[src/rtl/rf_write_queue.sv]
// Circular write queue between multi-cycle producers and the register file
// write port; pipeline writeback has priority, lookups return youngest pending data.
module rf_write_queue #(
  parameter int DATA_W = 8,
  parameter int ADDR_W = 3,
  parameter int DEPTH  = 4
) (
  input  logic                     clk,
  input  logic                     reset,
  input  logic                     in_valid,
  output logic                     in_ready,
  input  logic [ADDR_W-1:0]        in_addr,
  input  logic [DATA_W-1:0]        in_data,
  input  logic                     port_busy,
  output logic                     RegWrite,
  output logic [ADDR_W-1:0]        WriteReg,
  output logic [DATA_W-1:0]        WriteData,
  input  logic [ADDR_W-1:0]        look_addr1,
  output logic                     look_hit1,
  output logic [DATA_W-1:0]        look_data1,
  input  logic [ADDR_W-1:0]        look_addr2,
  output logic                     look_hit2,
  output logic [DATA_W-1:0]        look_data2,
  output logic [$clog2(DEPTH):0]   count
);

  localparam int PTR_W = $clog2(DEPTH);
  localparam int CNT_W = PTR_W + 1;

  // Handshake: a push happens on an edge where in_valid & in_ready are both
  // high; a pop happens on an edge where RegWrite is high.

  logic [ADDR_W-1:0] addr_q [DEPTH];
  logic [ADDR_W-1:0] addr_d [DEPTH];
  logic [DATA_W-1:0] data_q [DEPTH];
  logic [DATA_W-1:0] data_d [DEPTH];
  logic [PTR_W-1:0]  wr_ptr_q, wr_ptr_d;
  logic [PTR_W-1:0]  rd_ptr_q, rd_ptr_d;
  logic [CNT_W-1:0]  count_q, count_d;
  logic              push, pop;
  logic [PTR_W-1:0]  idx;

  assign in_ready  = (count_q != CNT_W'(DEPTH)) && !reset;
  assign RegWrite  = (count_q != '0) && !port_busy && !reset;
  assign WriteReg  = (count_q != '0) ? addr_q[rd_ptr_q] : '0;
  assign WriteData = (count_q != '0) ? data_q[rd_ptr_q] : '0;
  assign count     = count_q;

  assign push = in_valid && in_ready;
  assign pop  = RegWrite;

  always_comb begin
    addr_d   = addr_q;
    data_d   = data_q;
    wr_ptr_d = wr_ptr_q;
    rd_ptr_d = rd_ptr_q;
    count_d  = count_q;
    if (push) begin
      addr_d[wr_ptr_q] = in_addr;
      data_d[wr_ptr_q] = in_data;
      wr_ptr_d         = wr_ptr_q + 1'b1;
    end
    if (pop) begin
      rd_ptr_d = rd_ptr_q + 1'b1;
    end
    case ({push, pop})
      2'b10:   count_d = count_q + 1'b1;
      2'b01:   count_d = count_q - 1'b1;
      default: count_d = count_q;
    endcase
  end

  // Walk oldest to youngest so a later (younger) match overrides an earlier one.
  always_comb begin
    look_hit1  = 1'b0;
    look_data1 = '0;
    look_hit2  = 1'b0;
    look_data2 = '0;
    idx        = '0;
    for (int i = 0; i < DEPTH; i++) begin
      idx = rd_ptr_q + PTR_W'(i);
      if ((CNT_W'(i) < count_q) && !reset) begin
        if (addr_q[idx] == look_addr1) begin
          look_hit1  = 1'b1;
          look_data1 = data_q[idx];
        end
        if (addr_q[idx] == look_addr2) begin
          look_hit2  = 1'b1;
          look_data2 = data_q[idx];
        end
      end
    end
  end

  always_ff @(posedge clk) begin
    addr_q <= addr_d;
    data_q <= data_d;
    if (reset) begin
      wr_ptr_q <= '0;
      rd_ptr_q <= '0;
      count_q  <= '0;
    end else begin
      wr_ptr_q <= wr_ptr_d;
      rd_ptr_q <= rd_ptr_d;
      count_q  <= count_d;
    end
  end

endmodule
[config.mk]
export PLATFORM = sky130hd
export DESIGN_NAME = rf_write_queue
export DESIGN_NICKNAME = d
export VERILOG_FILES = /design/src/rtl/rf_write_queue.sv
export SDC_FILE = /design/constraint.sdc
export NUM_CORES = 1
export LEC_CHECK = 0
export CAP_MARGIN = 10
export CORE_ASPECT_RATIO = 1.5
export CORE_UTILIZATION = 52
export CTS_BUF_LIST = sky130_fd_sc_hd__clkbuf_8
export DETAILED_ROUTE_END_ITERATION = 6
export GPL_TIMING_DRIVEN = 0
export PLACE_DENSITY = 0.8
export RECOVER_POWER = 100
export SLEW_MARGIN = 5
export SYNTH_ARGS = -nofsm -noshare
export SYNTH_HDL_FRONTEND = slang
export SYNTH_SLANG_ARGS = --single-unit
[constraint.sdc]
create_clock -name clk -period 2.1 [get_ports clk]
set_input_delay 0.21 -clock clk [delete_from_list [all_inputs] [get_ports clk]]
set_output_delay 0.21 -clock clk [all_outputs]
set_load 0.01 [all_outputs]
==> flow_summary_export.csv <==
group,metric,value,unit
worst_hold_path,hold_depth,2,
logic_synthesis,syn-cell-area,4093,µm²
logic_synthesis,synth_largest_area_cell,"edfxtp_1",
drt,antenna_left,0,
power_and_ir_drop,powerDensity,603.2,nW/µm²
critical_path,worstPathCellList,"buf_8 -> mux4_2 -> buf_6 -> xnor2_4 -> and4b_2 -> o211ai_1 -> o2bb2ai_1 -> buf_2",
critical_path,start_kind,"flop",
worst_hold_path,hold_start,"wr_ptr_q[1]",
drt,wirelength,13840,µm
critical_path,reg2reg_from,"count[0]",
critical_path,reg2reg_setup_slack,-0.09,ns
critical_path,rr_worst_depth,9,
layout,drive_gt1_share,39.96,%
place,dp_hpwl,8635,µm
sta,setup_ws,-0.7566,ns
layout,final-seq-area,1474,µm²
sta,finalCritPeriodShare,136.0,%
status,violations,"negative setup slack",
critical_path,path_delay_family,"multiplexers",
sta,setup_violations,28,
drt,vias,3870,
die,core,7612,µm²
sta,drv_slew,0,
die,die_y,110.7,µm
clock_network,cts_buffer_depth,2,
logic_synthesis,synthTopCellsByCount,"edfxtp_1 (44), nand4_1 (38), mux4_2 (28)",
run,max_cap_viol_count,0,
grt,antenna_found_initial,0,
drt,wl_per_cell,24.93,µm
power_and_ir_drop,vdd_drop_max,698.7,µV
power_and_ir_drop,combPwrFrac,48.0,%
sta,timing.slew.headroom,45.97,%
clock_network,clock_sinks,51,
logic_synthesis,synthCells,353,
worst_hold_path,hold_end,"wr_ptr_q[1]",
critical_path,critPathArrivalTime,2.65,ns
critical_path,worstPathMaxFanout,5,
critical_path,critPathCaptureType,"output port",
logic_synthesis,synthArstFlopShare,0,%
die,die_w,74.44,µm
layout,fin_util,71.99,%
grt,grt_pass1_wl,22050,µm
grt,use_met2,56.88,%
logic_synthesis,ys_seq_area_share,35.71,%
layout,num-nets-final,482,
layout,final_cell_count_no_fill,555,
drt,viasPerCell,6.973,
grt,grt_usage,36.63,%
grt,grt_use_met3,13.36,%
logic_synthesis,yosys_warnings,0,
drt,first_pass_iters,5,
grt,grtUsageMet1,44.28,%
critical_path,critPathRequiredTime,1.89,ns
grt,grt_max_degree,16,
power_and_ir_drop,internal_power,2139,µW
layout,multi_input_area,2773,µm²
layout,finalInstanceArea,5480,µm²
drt,drt_iter0_drc,399,
clock_network,cts_max_level,2,
sta,fin_skew,0.01658,ns
power_and_ir_drop,swShare,35.30,%
power_and_ir_drop,sequentialPowerShare,36.0,%
logic_synthesis,syn_avg_cell_area,11.59,µm²
grt,grt_remaining_overflow,0,
logic_synthesis,synth-seq-cells,51,
layout,syn_to_final_growth,33.90,%
sta,rsz0062_at_grt,"true",
place,placed_cells,503,
clock_network,cts_root_buf,"clkbuf_8",
die,rows,39,
logic_synthesis,synth_area_leaders,"edfxtp_1 (32%), mux4_2 (15%), nand4_1 (5.8%), mux2_2 (4.4%), mux2i_1 (4.2%)",
power_and_ir_drop,switchingPower,1167,µW
logic_synthesis,syn_nets,383,
status,outcome,"complete, but fails checks",
critical_path,cp_slowest_cell,"mux4_2",
logic_synthesis,yosys.area.top_type_share,32.28,%
drt,drcViolationCount,0,
critical_path,r2r_end,"count[2]",
critical_path,criticalPathCategory,"reg2out",
critical_path,critPathBufInv,3,
place,place_area,4741,µm²
clock_network,cts_made_buffers,5,
sta,worst_pin_slew,0.8105,ns
power_and_ir_drop,leakagePower,0.002025,µW
sta,hold_slack,0.5494,ns
logic_synthesis,yosysMostFrequentCell,"edfxtp_1",
sta,tns,-13.90,ns
critical_path,cpPeakStageDelay,0.59,ns
place,gp_congestion,0.9921,
layout,diodes,0,
logic_synthesis,synthFlopType,"edfxtp_1",
grt,grt_pass1_vias,3734,
clock_network,clkSlewWorstSetupHoldPaths,0.09,ns
die,die_area,8237,µm²
grt,busiest_layer,"met2",
place,io_buffers,48,
logic_synthesis,synth_edf_count,44,
logic_synthesis,ys_types,34,
layout,fillers,525,
worst_hold_path,min_path_type,"reg2reg",
die,io_pins,55,
sta,hold_viol,0,
clock_network,cts_tree,"built",
power_and_ir_drop,pwr-share-clk,16.0,%
die,start_util,53.76,%
clock_network,worstSkewPairLatency,0.31,ns
sta,finalWorstPathRequiredPeriod,2.857,ns
sta,fmax,0.3501,GHz
==> layout by cell type (no fill, tap or decap), types with 13 or more instances in the layout <==
master	instances
nand4_1	38
mux2_2	16
buf_6	17
o2bb2ai_1	16
o211ai_1	16
a21oi_1	20
mux2i_1	17
mux4_2	28
buf_2	20
xnor2_4	13
edfxtp_1	44
dlygate4sd3_1	14
buf_4	34
==> flip-flops by register name, indices dropped and copies added (netlist names) <==
signal	flops
data_q	32
addr_q	12
count	3
rd_ptr_q	2
wr_ptr_q	2
==> kinds of logic after synthesis <==
logic type               Yosys count  synth area share [%]
AO/OA/AOI/OAI                     74                 12.72
XOR/XNOR                          28                 7.093
adder cells (fa/ha/maj)            9                 2.752
buffers and inverters             36                 4.097
flip-flops                        51                 35.71
multiplexers                      61                 23.97
AND/OR/NAND/NOR                   94                 13.67
==> power by group through the flow <==
stage	clock [µW]	sequential, µW	combinational (µW)
after detailed placement	0	1210	1100
final	529	1190	1590
after floorplan	0	1200	728
after global routing	575	1190	1680
after global placement	0	1200	1090
after CTS	542	1190	1380
==> worst reg2reg max path, stage by stage, from the launching register on <==
cell,delay (ns)
dfxtp_4,0.39
buf_4,0.11
inv_1,0.05
ha_1,0.22
a21oi_1,0.32
and2_4,0.22
inv_1,0.07
ha_4,0.24
or3_1,0.37
a21oi_1,0.14
==> metal layers <==
layer | wire length [µm] | share of wire (%)
met5 | 0 | 0
met4 | 1101 | 8.0
met3 | 1243 | 9.0
met2 | 6824 | 49
met1 | 4666 | 34
==> stage by stage <==
stage,power (µW),setup slack [ns]
floorplan,1923,-0.06930
global placement,2287,-1.084
detailed placement,2310,-1.146
CTS,3106,-0.6970
global route,3445,-0.8801
finish,3306,-0.7566
==> layout make-up <==
type | instances | area share [%]
buffer | 25 | 3.470
clock inverter | 3 | 0.2968
tap | 102 | 2.329
multi-input combinational | 268 | 50.59
timing repair buffer | 95 | 14.75
inverter | 6 | 0.4110
sequential | 51 | 26.89
clock buffer | 5 | 1.256
==> worst max-delay path by stage <==
| stage | from | cells after the start | endpoint | slack [ns] |
|---|---|---|---|---|
| final | rd_ptr_q[0] | 8 | look_data2[3] | -0.76 |
| after global placement | rd_ptr_q[1] | 8 | look_data1[5] | -1.08 |
| after detailed placement | rd_ptr_q[1] | 8 | look_data1[1] | -1.15 |
| after CTS | rd_ptr_q[0] | 9 | look_data2[5] | -0.70 |
| after global routing | rd_ptr_q[0] | 10 | look_data1[5] | -0.88 |
| after floorplan | rd_ptr_q[0] | 7 | look_data1[0] | -0.07 |
==> timing repair <==
action                                  CTS  global route
pin swaps                                33            22
hold buffers                              0             0
gates cloned                              4             1
buffers inserted                         29            15
endpoints found under the setup margin   32            29
hold endpoints to repair                  0             0
resized for setup                       138            45
Note: power is estimated with default switching activity, not from simulation.
